--- config.mk ---
export PLATFORM = sky130hd
export DESIGN_NAME = mvu_stream_scoreboard
export DESIGN_NICKNAME = d
export VERILOG_FILES = /design/src/rtl/mvu_stream_scoreboard.sv
export SDC_FILE = /design/constraint.sdc
export NUM_CORES = 2
export LEC_CHECK = 0
export CAP_MARGIN = 10
export CELL_PAD_IN_SITES_DETAIL_PLACEMENT = 1
export CELL_PAD_IN_SITES_GLOBAL_PLACEMENT = 1
export CORE_MARGIN = 5
export CORE_UTILIZATION = 35
export DETAILED_ROUTE_END_ITERATION = 8
export PLACE_DENSITY = 0.66
export SLEW_MARGIN = 20
export SYNTH_ARGS = -nofsm -noshare
export SYNTH_HDL_FRONTEND = slang
export SYNTH_SLANG_ARGS = --single-unit
--- constraint.sdc ---
create_clock -name clk -period 6.65 [get_ports clk]
set_clock_uncertainty 0.15 [all_clocks]
set_input_delay 1.33 -clock clk [delete_from_list [all_inputs] [get_ports clk]]
set_output_delay 1.33 -clock clk [all_outputs]
set_load 0.02 [all_outputs]
--- src/rtl/mvu_stream_scoreboard.sv ---
`default_nettype none
// ============================================================================
//  Module      : mvu_stream_scoreboard
//  Description : Multi-channel streaming scoreboard. Each channel buffers
//                expected words in a FIFO and compares every accepted actual
//                word against the FIFO head. Global saturating pass/fail
//                counters, sticky first-mismatch capture.
//  Optional    : SCOREBOARD_MASK_EN adds a shared cmp_mask input; only bits
//                set in the mask take part in the compare.
//  Ports       :
//    clk, rst_n            clock, asynchronous active-low reset
//    clr                   synchronous clear of FIFOs, counters and capture
//    exp_valid/data/ready  expected-word push side, one lane per channel
//    act_valid/data/ready  actual-word compare side, one lane per channel
//    cmp_mask              compare mask (SCOREBOARD_MASK_EN builds only)
//    pass_cnt, fail_cnt    saturating totals over all channels
//    ff_vld/ch/idx/exp/act first-fail capture (sticky)
//    busy                  any expected FIFO non-empty
//  Revision    : 1.0 - initial release
// ============================================================================
module mvu_stream_scoreboard #(
  parameter int NCH   = 4,
  parameter int DW    = 32,
  parameter int DEPTH = 8,
  parameter int CW    = 32,
  localparam int CHW  = (NCH > 1) ? $clog2(NCH) : 1
) (
  input  logic              clk,
  input  logic              rst_n,
  input  logic              clr,
  input  logic [NCH-1:0]    exp_valid,
  input  logic [NCH*DW-1:0] exp_data,
  output logic [NCH-1:0]    exp_ready,
  input  logic [NCH-1:0]    act_valid,
  input  logic [NCH*DW-1:0] act_data,
  output logic [NCH-1:0]    act_ready,
`ifdef SCOREBOARD_MASK_EN
  input  logic [DW-1:0]     cmp_mask,
`endif
  output logic [CW-1:0]     pass_cnt,
  output logic [CW-1:0]     fail_cnt,
  output logic              ff_vld,
  output logic [CHW-1:0]    ff_ch,
  output logic [CW-1:0]     ff_idx,
  output logic [DW-1:0]     ff_exp,
  output logic [DW-1:0]     ff_act,
  output logic              busy
);

  localparam int AW  = (DEPTH > 1) ? $clog2(DEPTH) : 1;
  localparam int PCW = $clog2(NCH + 1);

  localparam logic [AW-1:0] PTR_ONE  = AW'(1);
  localparam logic [AW:0]   OCC_ONE  = (AW + 1)'(1);
  localparam logic [AW:0]   OCC_FULL = (AW + 1)'(DEPTH);
  localparam logic [CW-1:0] CNT_ONE  = CW'(1);
  localparam logic [PCW-1:0] POP_ONE = PCW'(1);

  logic [NCH-1:0] w_push;
  logic [NCH-1:0] w_pop;
  logic [NCH-1:0] w_hit;
  logic [NCH-1:0] w_empty;
  logic [DW-1:0]  w_head [NCH];
  logic [CW-1:0]  w_idx  [NCH];

  // --------------------------------------------------------------------------
  // Per-channel expected FIFO and compare index
  // --------------------------------------------------------------------------
  for (genvar k = 0; k < NCH; k++) begin : g_ch
    logic [DW-1:0] r_mem [DEPTH];
    logic [AW-1:0] r_wptr;
    logic [AW-1:0] r_rptr;
    logic [AW:0]   r_occ;
    logic [CW-1:0] r_idx;
    logic          w_full;
    logic          w_emp;

    assign w_full = (r_occ == OCC_FULL);
    assign w_emp  = (r_occ == '0);

    // Readiness comes only from registered occupancy: a pop in the same
    // cycle never frees a slot for a push, and a push never feeds a compare.
    assign exp_ready[k] = !clr && !w_full;
    assign act_ready[k] = !clr && !w_emp;
    assign w_push[k]    = exp_valid[k] && exp_ready[k];
    assign w_pop[k]     = act_valid[k] && act_ready[k];
    assign w_head[k]    = r_mem[r_rptr];
    assign w_idx[k]     = r_idx;
    assign w_empty[k]   = w_emp;

`ifdef SCOREBOARD_MASK_EN
    assign w_hit[k] = ((w_head[k] ^ act_data[k*DW +: DW]) & cmp_mask) == '0;
`else
    assign w_hit[k] = (w_head[k] == act_data[k*DW +: DW]);
`endif

    // Storage carries no reset; stale contents are unreachable once the
    // pointers and occupancy are cleared.
    always_ff @(posedge clk) begin
      if (w_push[k]) begin
        r_mem[r_wptr] <= exp_data[k*DW +: DW];
      end
    end

    always_ff @(posedge clk or negedge rst_n) begin
      if (!rst_n) begin
        r_wptr <= '0;
        r_rptr <= '0;
        r_occ  <= '0;
        r_idx  <= '0;
      end else if (clr) begin
        r_wptr <= '0;
        r_rptr <= '0;
        r_occ  <= '0;
        r_idx  <= '0;
      end else begin
        if (w_push[k]) begin
          r_wptr <= r_wptr + PTR_ONE;
        end
        if (w_pop[k]) begin
          r_rptr <= r_rptr + PTR_ONE;
          r_idx  <= r_idx + CNT_ONE;
        end
        if (w_push[k] && !w_pop[k]) begin
          r_occ <= r_occ + OCC_ONE;
        end else if (!w_push[k] && w_pop[k]) begin
          r_occ <= r_occ - OCC_ONE;
        end
      end
    end
  end : g_ch

  // --------------------------------------------------------------------------
  // Cross-channel tally and first-fail selection
  // --------------------------------------------------------------------------
  logic [PCW-1:0] w_npass;
  logic [PCW-1:0] w_nfail;
  logic           w_ff_hit;
  logic [CHW-1:0] w_ff_ch;
  logic [CW-1:0]  w_ff_idx;
  logic [DW-1:0]  w_ff_exp;
  logic [DW-1:0]  w_ff_act;

  always_comb begin
    w_npass  = '0;
    w_nfail  = '0;
    w_ff_hit = 1'b0;
    w_ff_ch  = '0;
    w_ff_idx = '0;
    w_ff_exp = '0;
    w_ff_act = '0;
    // Walk from the highest channel down so the lowest failing channel is
    // the last one written and therefore wins.
    for (int k = NCH - 1; k >= 0; k--) begin
      if (w_pop[k]) begin
        if (w_hit[k]) begin
          w_npass = w_npass + POP_ONE;
        end else begin
          w_nfail  = w_nfail + POP_ONE;
          w_ff_hit = 1'b1;
          w_ff_ch  = CHW'(k);
          w_ff_idx = w_idx[k];
          w_ff_exp = w_head[k];
          w_ff_act = act_data[k*DW +: DW];
        end
      end
    end
  end

  // One extra carry bit detects overflow; NCH is far below 2^CW, so a
  // single cycle's increment can never skip past the carry.
  logic [CW:0]   w_pass_sum;
  logic [CW:0]   w_fail_sum;
  logic [CW-1:0] w_pass_next;
  logic [CW-1:0] w_fail_next;

  assign w_pass_sum  = {1'b0, pass_cnt} + (CW + 1)'(w_npass);
  assign w_fail_sum  = {1'b0, fail_cnt} + (CW + 1)'(w_nfail);
  assign w_pass_next = w_pass_sum[CW] ? '1 : w_pass_sum[CW-1:0];
  assign w_fail_next = w_fail_sum[CW] ? '1 : w_fail_sum[CW-1:0];

  always_ff @(posedge clk or negedge rst_n) begin
    if (!rst_n) begin
      pass_cnt <= '0;
      fail_cnt <= '0;
      ff_vld   <= 1'b0;
      ff_ch    <= '0;
      ff_idx   <= '0;
      ff_exp   <= '0;
      ff_act   <= '0;
    end else if (clr) begin
      pass_cnt <= '0;
      fail_cnt <= '0;
      ff_vld   <= 1'b0;
      ff_ch    <= '0;
      ff_idx   <= '0;
      ff_exp   <= '0;
      ff_act   <= '0;
    end else begin
      pass_cnt <= w_pass_next;
      fail_cnt <= w_fail_next;
      if (!ff_vld && w_ff_hit) begin
        ff_vld <= 1'b1;
        ff_ch  <= w_ff_ch;
        ff_idx <= w_ff_idx;
        ff_exp <= w_ff_exp;
        ff_act <= w_ff_act;
      end
    end
  end

  assign busy = ~&w_empty;

endmodule : mvu_stream_scoreboard
`default_nettype wire
==> out/results.txt <==
The flow ran to the end, and the final reports show no timing, DRC or antenna violations. For this run the aggregate overflow at the end of global routing stands at 0. Setup violations remaining at the end of the flow were counted as 0.

The first global-routing pass estimated 287,100 um of wire. The estimated wirelength of the detail-placed design is 145,000 um, and the maximum operating frequency is 151.0 MHz. For the initial antenna violation count, the log shows 42. For this design, the slowest cell found on the critical path is sky130_fd_sc_hd__dfrtp_4. For the worst setup path, the data arrival time is 7.14 ns. In the finished design, the share of the clock period the worst path needs comes to 99.60%. The sequential power share came out at 39.2%. For the fraction of power consumed by combinational cells, the log shows 29.2%.

Setup repair after global routing could not meet its margin everywhere. The worst IR drop on VDD was 301.2 uV. The path category of the worst min-delay check was register to register. Power spread over the standard cell area amounts to 353.9 nW/um^2. The final count of pins violating max slew was 0. The clock insertion delay at the later pin of the skew report is 0.79 ns, and the die boundary width is 418.4 um.

Setup total negative slack on the finished layout was measured at 0 ns. The congestion estimate from routability-driven global placement came to 0.8885. STA classifies the critical path endpoint as a register. Startpoint-to-endpoint class of the critical path: register to register.

The tools report the final hold violation count as 0. The tool flagged a number of max-cap violations equal to 0. Residual DRC count: 0. For the overall power, the log shows 0.02603 W.

Dividing the detail-routed wire length by the instance count gives 29.00 um. Number of buffers between clock root and the deepest sink: 3. Per-instance average area after synthesis: 15.05 um^2. At the end of the flow, the number of nets in the layout was 4,984.

Counting distinct cell types in the post-synthesis netlist gives 70. The proportion of register bits with asynchronous set or reset after synthesis is 24.43%, and the time the final worst path needs with I/O delays and setup is 6.624 ns. Summing every instance area after synthesis gives 58,370 um^2. For the count of placed standard cells in the final layout, fillers left out, the log shows 7,014. The die covers 175,000 um^2. From synthesis to final layout, the design area changed by 26.03%. At the worst endpoint, the required time is 7.17 ns. The largest net degree at the start of global routing is 153. Pin placement for this block handled 439 I/O pins. The delay of the slowest cell on the worst path was 0.55 ns; the total wire length was 203,400 um. Clock network power share: 31.5%.

CTS placed an instance of sky130_fd_sc_hd__clkbuf_16 at the clock tree root. In this run the tool buffered the top-level ports with 438 buffer cells. After detailed placement, the design holds a cell count of 6,674. The remaining antenna violation count was 0. The net switching power of the design came out at 0.008439 W.

Slew at the pin closest to its max-slew limit: 1.014 ns. The logs give 4 for the number of H-tree branching levels and 0.3337 ns for the final worst hold slack. The most used flip-flop cell after synthesis is sky130_fd_sc_hd__edfxtp_1. For the count of standard-cell rows, the log shows 149. The tools report the initial core utilization as 35.30%.

The fraction of final layout cells sized beyond drive strength 1 was 19.92%. Of the total power, the share spent switching nets is 32.42%. The worst setup path is launched from a register.

TritonCTS built the clock tree. The static leakage power was 25.79 nW; the area of the core was 165,400 um^2. The first detailed-routing pass ran for 5 iterations. The layout has 16,500 filler cells. The number of global-route vias before repair came out at 39,390.

The number of clock sinks seen by CTS is 1,355, and the final core utilization is 44.48%. In the routed layout, each cell is associated on average with a via count of 5.411. After synthesis the netlist holds a flip-flop and latch count of 1,355. Total global routing track utilization: 22.75%. For this run, the number of Yosys warnings is 0. The worst pin sits at a relative slew slack of 32.37%.

When the netlist entered floorplanning its net count stood at 4,186. For this run, the register share of the synthesized area comes to 66.88%. From bottom edge to top edge, the die measures 418.4 um. Internal power comes to 0.01759 W. The tools report the number of hold buffers added after CTS as 0. Counting every instance in the synthesized netlist gives 3,879. In this run, synthesis inferred 1,024 flip-flops with an integrated enable. The first-iteration detailed-routing DRC count was 2,860.

Of all nets on the critical path, the largest fanout is 13. The via total after detailed routing was 37,950; the number of buffers added by the clock tree synthesis step was 151. In this design, the critical path's most frequently occurring cell is sky130_fd_sc_hd__buf_4. Clock-pin slew was measured on the worst setup and hold paths at 0.06 ns.
==> flip-flops by register name, indices dropped and copies added, names as in the netlist, 16 cells and up <==
signal      flops
ff_idx         32
ff_exp         32
fail_cnt       32
g_ch.r_idx    128
g_ch.r_occ     16
g_ch.r_mem   1024
pass_cnt       32
ff_act         32
==> cells by family (layout without fill, tap and decap cells) <==
group / count (synthesis) / count (layout) / synth area share, %
flops: 1355 / 1355 / 66.88
xor+xnor: 253 / 253 / 3.797
compound gates: 513 / 513 / 6.459
mux: 456 / 456 / 11.54
fa+ha+maj: 40 / 40 / 0.9347
other cells: 0 / 27 / 0
buf+inv: 233 / 1151 / 1.998
simple gates: 1029 / 1030 / 8.401
==> synthesized netlist by cell type, types with 31 or more instances <==
cell | n | area, um^2
sky130_fd_sc_hd__nand2_1 | 219 | 822.0
sky130_fd_sc_hd__a221o_1 | 65 | 650.6
sky130_fd_sc_hd__a21oi_1 | 123 | 615.6
sky130_fd_sc_hd__nand3_1 | 100 | 500.5
sky130_fd_sc_hd__a22oi_1 | 32 | 240.2
sky130_fd_sc_hd__buf_2 | 62 | 310.3
sky130_fd_sc_hd__mux2i_1 | 244 | 2442
sky130_fd_sc_hd__edfxtp_1 | 1024 | 30750
sky130_fd_sc_hd__and3_1 | 56 | 350.3
sky130_fd_sc_hd__xor2_1 | 157 | 1375
sky130_fd_sc_hd__ha_1 | 34 | 425.4
sky130_fd_sc_hd__o21ai_0 | 86 | 430.4
sky130_fd_sc_hd__a22o_1 | 31 | 271.5
sky130_fd_sc_hd__xnor2_1 | 96 | 840.8
sky130_fd_sc_hd__clkbuf_1 | 99 | 371.6
sky130_fd_sc_hd__nand4_1 | 56 | 350.3
sky130_fd_sc_hd__mux2_2 | 43 | 484.2
sky130_fd_sc_hd__a32o_1 | 86 | 860.8
sky130_fd_sc_hd__dfrtp_1 | 331 | 8283
sky130_fd_sc_hd__nor3_1 | 112 | 560.5
sky130_fd_sc_hd__nor2_1 | 329 | 1235
sky130_fd_sc_hd__mux4_2 | 169 | 3806
==> power groups by stage <==
| stage | registers (W) | clock network [W] | logic [W] |
|---|---|---|---|
| floorplan | 0.0103 | 0 | 0.00367 |
| detailed placement | 0.0104 | 0 | 0.00743 |
| finish | 0.0102 | 0.00821 | 0.00761 |
| global route | 0.0102 | 0.00876 | 0.00798 |
| CTS | 0.0102 | 0.00837 | 0.00758 |
| global placement | 0.0104 | 0 | 0.00733 |
==> routing by layer <==
metal  share of wire [%]  vias to the layer above  global-route usage [%]
li1                    -                    16660                       -
met1                  38                    19760                   26.72
met2                  50                     1150                   39.18
met3                 4.8                      382                   3.875
met4                 6.9                        8                   13.64
met5               0.030                        -                       0
==> cell usage in the layout (no fill, tap or decap), types with 13 or more instances in the layout <==
cell and count:
sky130_fd_sc_hd__nand2_1 215, sky130_fd_sc_hd__clkdlybuf4s50_1 436, sky130_fd_sc_hd__or3_1 23, sky130_fd_sc_hd__diode_2 27, sky130_fd_sc_hd__mux4_2 169, sky130_fd_sc_hd__nand3_1 98
sky130_fd_sc_hd__clkinv_2 13, sky130_fd_sc_hd__a22oi_1 32, sky130_fd_sc_hd__xor2_1 156, sky130_fd_sc_hd__edfxtp_1 1024, sky130_fd_sc_hd__inv_1 21, sky130_fd_sc_hd__clkbuf_1 45
sky130_fd_sc_hd__nor2b_1 24, sky130_fd_sc_hd__o21ai_0 82, sky130_fd_sc_hd__nand2b_1 17, sky130_fd_sc_hd__clkbuf_16 156, sky130_fd_sc_hd__and3_1 56, sky130_fd_sc_hd__buf_12 22
sky130_fd_sc_hd__nand4_1 56, sky130_fd_sc_hd__a211oi_1 13, sky130_fd_sc_hd__a32o_1 86, sky130_fd_sc_hd__nor3_1 100, sky130_fd_sc_hd__xnor2_1 93, sky130_fd_sc_hd__nor2_1 311
sky130_fd_sc_hd__a221o_1 65, sky130_fd_sc_hd__o22ai_1 13, sky130_fd_sc_hd__clkinv_1 25, sky130_fd_sc_hd__nor4_1 21, sky130_fd_sc_hd__mux2_2 39, sky130_fd_sc_hd__ha_1 28
sky130_fd_sc_hd__a21oi_1 115, sky130_fd_sc_hd__buf_4 378, sky130_fd_sc_hd__mux2i_1 244, sky130_fd_sc_hd__nor2_4 13, sky130_fd_sc_hd__a22o_1 29, sky130_fd_sc_hd__dfrtp_1 322
==> worst paths after layout <==
check | start | cells past startpoint | slack (ns) | end
max in group asynchronous | rst_n | 2 | 4.39 | g_ch[3].r_rptr[0]
setup / recovery | g_ch[2].r_rptr[1] | 32 | 0.03 | fail_cnt[12]
hold reg to reg | g_ch[1].r_idx[20] | 1 | 0.33 | g_ch[1].r_idx[20]
min in group asynchronous | rst_n | 1 | 0.44 | g_ch[1].r_idx[14]
setup reg to reg | g_ch[2].r_rptr[1] | 32 | 0.03 | fail_cnt[12]
hold / removal | g_ch[1].r_idx[20] | 1 | 0.33 | g_ch[1].r_idx[20]
==> area by class of cell <==
cell class	count	area [um^2]	share of cell area, %
Antenna cell	27	67.56	0.09185
Multi-Input combinational cell	2292	18890	25.68
Clock buffer	208	4158	5.652
Tap cell	2189	2739	3.723
Sequential cell	1355	39060	53.10
Timing Repair Buffer	853	7880	10.71
Clock inverter	66	676.9	0.9202
Inverter	24	92.59	0.1259
==> stage by stage <==
stage,setup slack (ns),area (um^2)
after floorplan,0.004152,58420
after global placement,-0.8798,67860
after detailed placement,-0.9616,67860
after CTS,0.01885,73050
after global routing,-0.2287,73530
final,0.02647,73560
==> worst max-delay path, delay by kind of cell, from the launching register on <==
family                     cells  cell delay [ns]
and+or+nand+nor               14             2.41
buffers and inverters          9             1.27
adders and majority gates      4             0.97
muxes                          3             0.89
DFF                            1             0.55
AOI/OAI and AO/OA              1             0.18
xor gates and xnor gates       1             0.07
==> what timing repair did <==
item | 4_1_cts | 5_1_grt
buffers inserted | 14 | 25
pin swaps | 25 | 23
endpoints found under the setup margin | 64 | 64
cloned | 1 | 2
resized for setup | 46 | 52
endpoints found under the hold margin | 0 | 0
No activity file was read; power rests on OpenSTA's default activity.
